[config.mk]
export PLATFORM = sky130hd
export DESIGN_NAME = vga_plot_arbiter
export DESIGN_NICKNAME = d
export VERILOG_FILES = /design/src/rtl/vga_plot_arbiter.sv
export SDC_FILE = /design/constraint.sdc
export NUM_CORES = 1
export LEC_CHECK = 0
export BUFFER_PORTS_ARGS = -buffer_cell sky130_fd_sc_hd__buf_2
export CAP_MARGIN = 0
export CORE_MARGIN = 5
export CORE_UTILIZATION = 35
export DETAILED_ROUTE_END_ITERATION = 6
export GPL_ROUTABILITY_DRIVEN = 0
export SYNTH_ARGS = -nofsm -noshare
export SYNTH_HDL_FRONTEND = slang
export SYNTH_SLANG_ARGS = --single-unit
[constraint.sdc]
create_clock -name CLOCK_50 -period 6.7 [get_ports CLOCK_50]
set_clock_uncertainty 0.1 [all_clocks]
set_input_delay 0.67 -clock CLOCK_50 [delete_from_list [all_inputs] [get_ports CLOCK_50]]
set_output_delay 0.67 -clock CLOCK_50 [all_outputs]
set_load 0.02 [all_outputs]
[src/rtl/vga_plot_arbiter.sv]
`default_nettype none
// ============================================================================
// Module      : vga_plot_arbiter
// Description : Round-robin arbiter that shares the VGA adapter write port
//               among four pixel producers (0 clear engine, 1 player trails,
//               2 timer bar, 3 winner numbers). Each producer offers one
//               pixel at a time over a req/ack handshake. The winning pixel
//               is registered onto x/y/colour with a one-cycle plot strobe;
//               off-screen pixels are acknowledged but not plotted and are
//               counted in a saturating drop counter.
//
// Ports       :
//   CLOCK_50    in   1   system clock, rising edge
//   resetn      in   1   asynchronous active-low reset
//   lock        in   1   restricts eligibility to requester 0 (clear engine)
//   req         in   4   per-requester pixel request
//   req_x       in  32   packed 8-bit x, requester i at [8i+7:8i]
//   req_y       in  28   packed 7-bit y, requester i at [7i+6:7i]
//   req_colour  in  12   packed 3-bit colour, requester i at [3i+2:3i]
//   ack         out  4   one-hot, one-cycle acknowledge of consumed pixel
//   x           out  8   pixel x to VGA adapter
//   y           out  7   pixel y to VGA adapter
//   colour      out  3   pixel colour to VGA adapter
//   plot        out  1   one-cycle write strobe to VGA adapter
//   drop_count  out  8   saturating count of discarded off-screen pixels
//
// Revision    : 1.0  initial release
// ============================================================================
module vga_plot_arbiter #(
    parameter int unsigned X_MAX = 159,
    parameter int unsigned Y_MAX = 119
) (
    input  logic        CLOCK_50,
    input  logic        resetn,
    input  logic        lock,
    input  logic [3:0]  req,
    input  logic [31:0] req_x,
    input  logic [27:0] req_y,
    input  logic [11:0] req_colour,
    output logic [3:0]  ack,
    output logic [7:0]  x,
    output logic [6:0]  y,
    output logic [2:0]  colour,
    output logic        plot,
    output logic [7:0]  drop_count
);

    localparam logic [7:0] c_X_MAX     = X_MAX[7:0];
    localparam logic [6:0] c_Y_MAX     = Y_MAX[6:0];
    localparam logic [7:0] c_DROP_SAT  = 8'hFF;
    localparam logic [3:0] c_LOCK_MASK = 4'b0001;

    // Round-robin pointer: the requester searched first on the next edge.
    logic [1:0] r_ptr;

    // Unpacked per-requester payloads.
    logic [7:0] w_px [4];
    logic [6:0] w_py [4];
    logic [2:0] w_pc [4];

    logic [3:0] w_elig;
    logic [1:0] w_cand;
    logic [1:0] w_win;
    logic       w_found;
    logic [3:0] w_win_oh;
    logic       w_on_screen;

    for (genvar gi = 0; gi < 4; gi++) begin : g_unpack
        assign w_px[gi] = req_x[8*gi +: 8];
        assign w_py[gi] = req_y[7*gi +: 7];
        assign w_pc[gi] = req_colour[3*gi +: 3];
    end

    // A requester acked this cycle still shows req high (it has not yet seen
    // the ack), so it must be masked or its pixel would be consumed twice.
    always_comb begin
        w_elig = req & ~ack;
        if (lock) begin
            w_elig = w_elig & c_LOCK_MASK;
        end
    end

    // Search from r_ptr upward (mod 4). Iterating from the farthest offset
    // down lets the nearest eligible requester overwrite the result last.
    always_comb begin
        w_found = 1'b0;
        w_win   = r_ptr;
        w_cand  = 2'd0;
        for (int k = 3; k >= 0; k--) begin
            w_cand = r_ptr + 2'(k);
            if (w_elig[w_cand]) begin
                w_found = 1'b1;
                w_win   = w_cand;
            end
        end
    end

    assign w_win_oh    = 4'b0001 << w_win;
    assign w_on_screen = (w_px[w_win] <= c_X_MAX) && (w_py[w_win] <= c_Y_MAX);

    always_ff @(posedge CLOCK_50 or negedge resetn) begin
        if (!resetn) begin
            r_ptr      <= 2'd0;
            ack        <= 4'b0000;
            plot       <= 1'b0;
            x          <= 8'd0;
            y          <= 7'd0;
            colour     <= 3'd0;
            drop_count <= 8'd0;
        end else if (w_found) begin
            r_ptr  <= w_win + 2'd1;
            ack    <= w_win_oh;
            x      <= w_px[w_win];
            y      <= w_py[w_win];
            colour <= w_pc[w_win];
            plot   <= w_on_screen;
            // Off-screen pixels are still acknowledged so the producer
            // advances; they are only counted, never written.
            if (!w_on_screen && (drop_count != c_DROP_SAT)) begin
                drop_count <= drop_count + 8'd1;
            end
        end else begin
            // Payload registers hold their last value when idle.
            ack  <= 4'b0000;
            plot <= 1'b0;
        end
    end

endmodule
`default_nettype wire

==> out/qor.yml <==
yosysUniqueCellTypes: 38
tightestPinTransition_ps: 1050
power.leakage_uw: 0.00142
setup-tns-final_ps: 0
antenna_found_initial: 1
synth_top_area_share_pct: 38.2
final_cell_mix: "buf_2 (109), nand2_1 (44), nor2_1 (43)"
synth_largest_area_cell: "dfrtp_1"
maxCapViolCount: 0
ant_nets: 0
drive_gt1_share_pct: 35.3
grt_pass1_vias: 2188
synthesis.nets: 358
diodes: 0
rr_worst_depth: 9
final_common_cell: "buf_2"
firstDrtPassIters: 4
fillerInstances: 634
cts.repair.resized: 0
instances_no_fill: 452
critPathKind: "in2reg"
die_h_microns: 88.6
area_growth_syn_to_layout_pct: 32.7
via_count: 2255
grt_busiest_layer: "met2"
crit_path_start: "lock"
cts_buffers: 5
vdd_drop_max_mv: 0.170
rsz0062_at_grt: "false"
clock-sinks: 33
syn-cell-area_sq_mm: 0.00216
avgViaCountPerCell: 4.99
synthFlopType: "dfrtp_1"
grt-ovfl-total: 0
required_ps: 6770
slew_violations: 0
io_buffers: 109
ys_ff_latch: 33
ys_async_sr_fraction_pct: 100
swShare_pct: 47.5
final_nets: 460
die_area_sq_mm: 0.00785
rrSetupSlack_ps: 2600
r2r-end: "drop_count[1]"
grt_use_total_pct: 16.3
crit_arrival_ps: 4270
clkLatencyLatePin_ps: 280
htreeDepth: 2
layout_setup_ws_ps: 2500
rows: 28
pwr-share-comb_pct: 60.0
use_met2_pct: 24.8
grt_max_degree: 42
clock_path_buffers: 2
slew-limit-headroom_pct: 29.9
hpwl_microns: 4780
setup_violations: 0
cts_tree: "built"
dp.cells: 444
wl_per_cell_microns: 13.8
drt_iter0_drc: 80
cp_slowest_cell: "nand2_1"
ys_warn_count: 0
powerDensity_mw_per_mm2: 486
fin_crit_ps: 4200
final_util_pct: 48.2
dp_slack_ps: 2190
endpoint_kind: "register"
dieWidth_microns: 88.6
post-route-period-util_pct: 62.7
cp_slowest_stage_delay_ps: 890
intPower_uw: 732
yosysSeqAreaShare_pct: 38.2
status: "finished, final reports clean"
finalHoldViolCount: 0
crit_fanout: 32
p_switching_uw: 662
ys_top_cells_by_area: "dfrtp_1 (38%), o21ai_0 (9.7%), nand2_1 (7.6%)"
ios: 110
drc_errors: 0
coreArea_sq_mm: 0.00596
worstSetupStartpointType: "primary input"
avgSynthCellArea_sq_um: 7.90
max_freq_mhz: 238
synth_edf_count: 0
grt_use_met1_pct: 22.0
post_cts_buffers: 0
grt_pass1_wl_microns: 10000
synth_cells: 274
r2r-start: "ack[1]"
postCtsHoldBufs: 0
root_buffer: "clkbuf_8"
use_met3_pct: 5.87
path_cells: "buf_2 -> or3b_2 -> o211a_1 -> o21ai_0 -> nand2_1 -> inv_2 -> o221ai_1 -> o211ai_1 -> o21ai_2 -> mux2_4"
start_util_pct: 36.3
clkTransAtPathRegs_ps: 70
p_seq_share_pct: 26.2
wl_microns: 6240
power.total_uw: 1390
holdCritPathClass: "in2async"
clockPowerShare_pct: 13.9
final cells by class:
cell class | count | area [sq um] | share of cell area, %
sequential | 33 | 826 | 28.8
multi-input combinational | 222 | 1270 | 44.1
inverter | 4 | 15.0 | 0.523
tap | 75 | 93.8 | 3.27
clock buffer | 7 | 86.3 | 3.01
clock inverter | 1 | 30.0 | 1.05
timing repair buffer | 110 | 553 | 19.3
Yosys cell counts (all sizes together), types with 4 or more instances:
cell / instances
nor2: 43
buf: 4
nand2: 44
nand3: 20
dfrtp: 33
xnor2: 6
inv: 4
ha: 5
a21boi: 7
clkbuf: 11
nand4: 5
nor2b: 5
mux2: 7
and3: 7
o21ai: 43
state kept, by name, indices dropped and copies added (netlist names):
name,count
colour,3
plot,1
drop_count,8
r_ptr,2
y,7
ack,4
x,8
cells by family (layout without fill, tap and decap cells):
logic type                 count (synthesis)  count (layout)  synth area share (%)
and+or+nand+nor                          135             135                  28.9
AOI/OAI and AO/OA                         67              67                  19.1
DFF                                       33              33                  38.2
buffers and inverters                     19             122                  3.30
muxes                                      8               8                  4.86
xor gates and xnor gates                   7               7                  2.83
adders and majority gates                  5               5                  2.89
how the worst max path moves through the flow:
stage,to,slack (ps),cells past startpoint
global placement,drop_count[1],2280,10
detailed placement,drop_count[1],2190,10
finish,drop_count[1],2500,10
CTS,drop_count[1],2490,10
floorplan,drop_count[1],3650,9
global route,drop_count[1],2140,10
power by group through the flow:
stage / clock network (uW) / registers (uW) / logic [uW]
after floorplan: 0 / 468 / 514
after global placement: 0 / 367 / 837
after detailed placement: 0 / 370 / 846
after CTS: 200 / 366 / 849
after global routing: 211 / 379 / 944
final: 194 / 365 / 836
critical path: cells and delay by family:
family,cells,cell delay (ps)
AO/OA/AOI/OAI,5,1080
buffers and inverters,2,810
multiplexers,1,320
AND/OR/NAND/NOR,2,1380
per-stage QoR:
step,hold WS [ps],area [sq um]
6_report,352,2870
5_1_grt,410,2870
4_1_cts,381,2870
3_5_place_dp,366,2750
3_3_place_gp,357,2750
2_1_floorplan,274,2160
routing by layer:
layer,up-vias,routed length [microns]
met5,-,13
met4,2,67
met3,8,764
met2,116,2640
met1,971,2750
li1,1158,-
(Power assumes the default switching activity.)
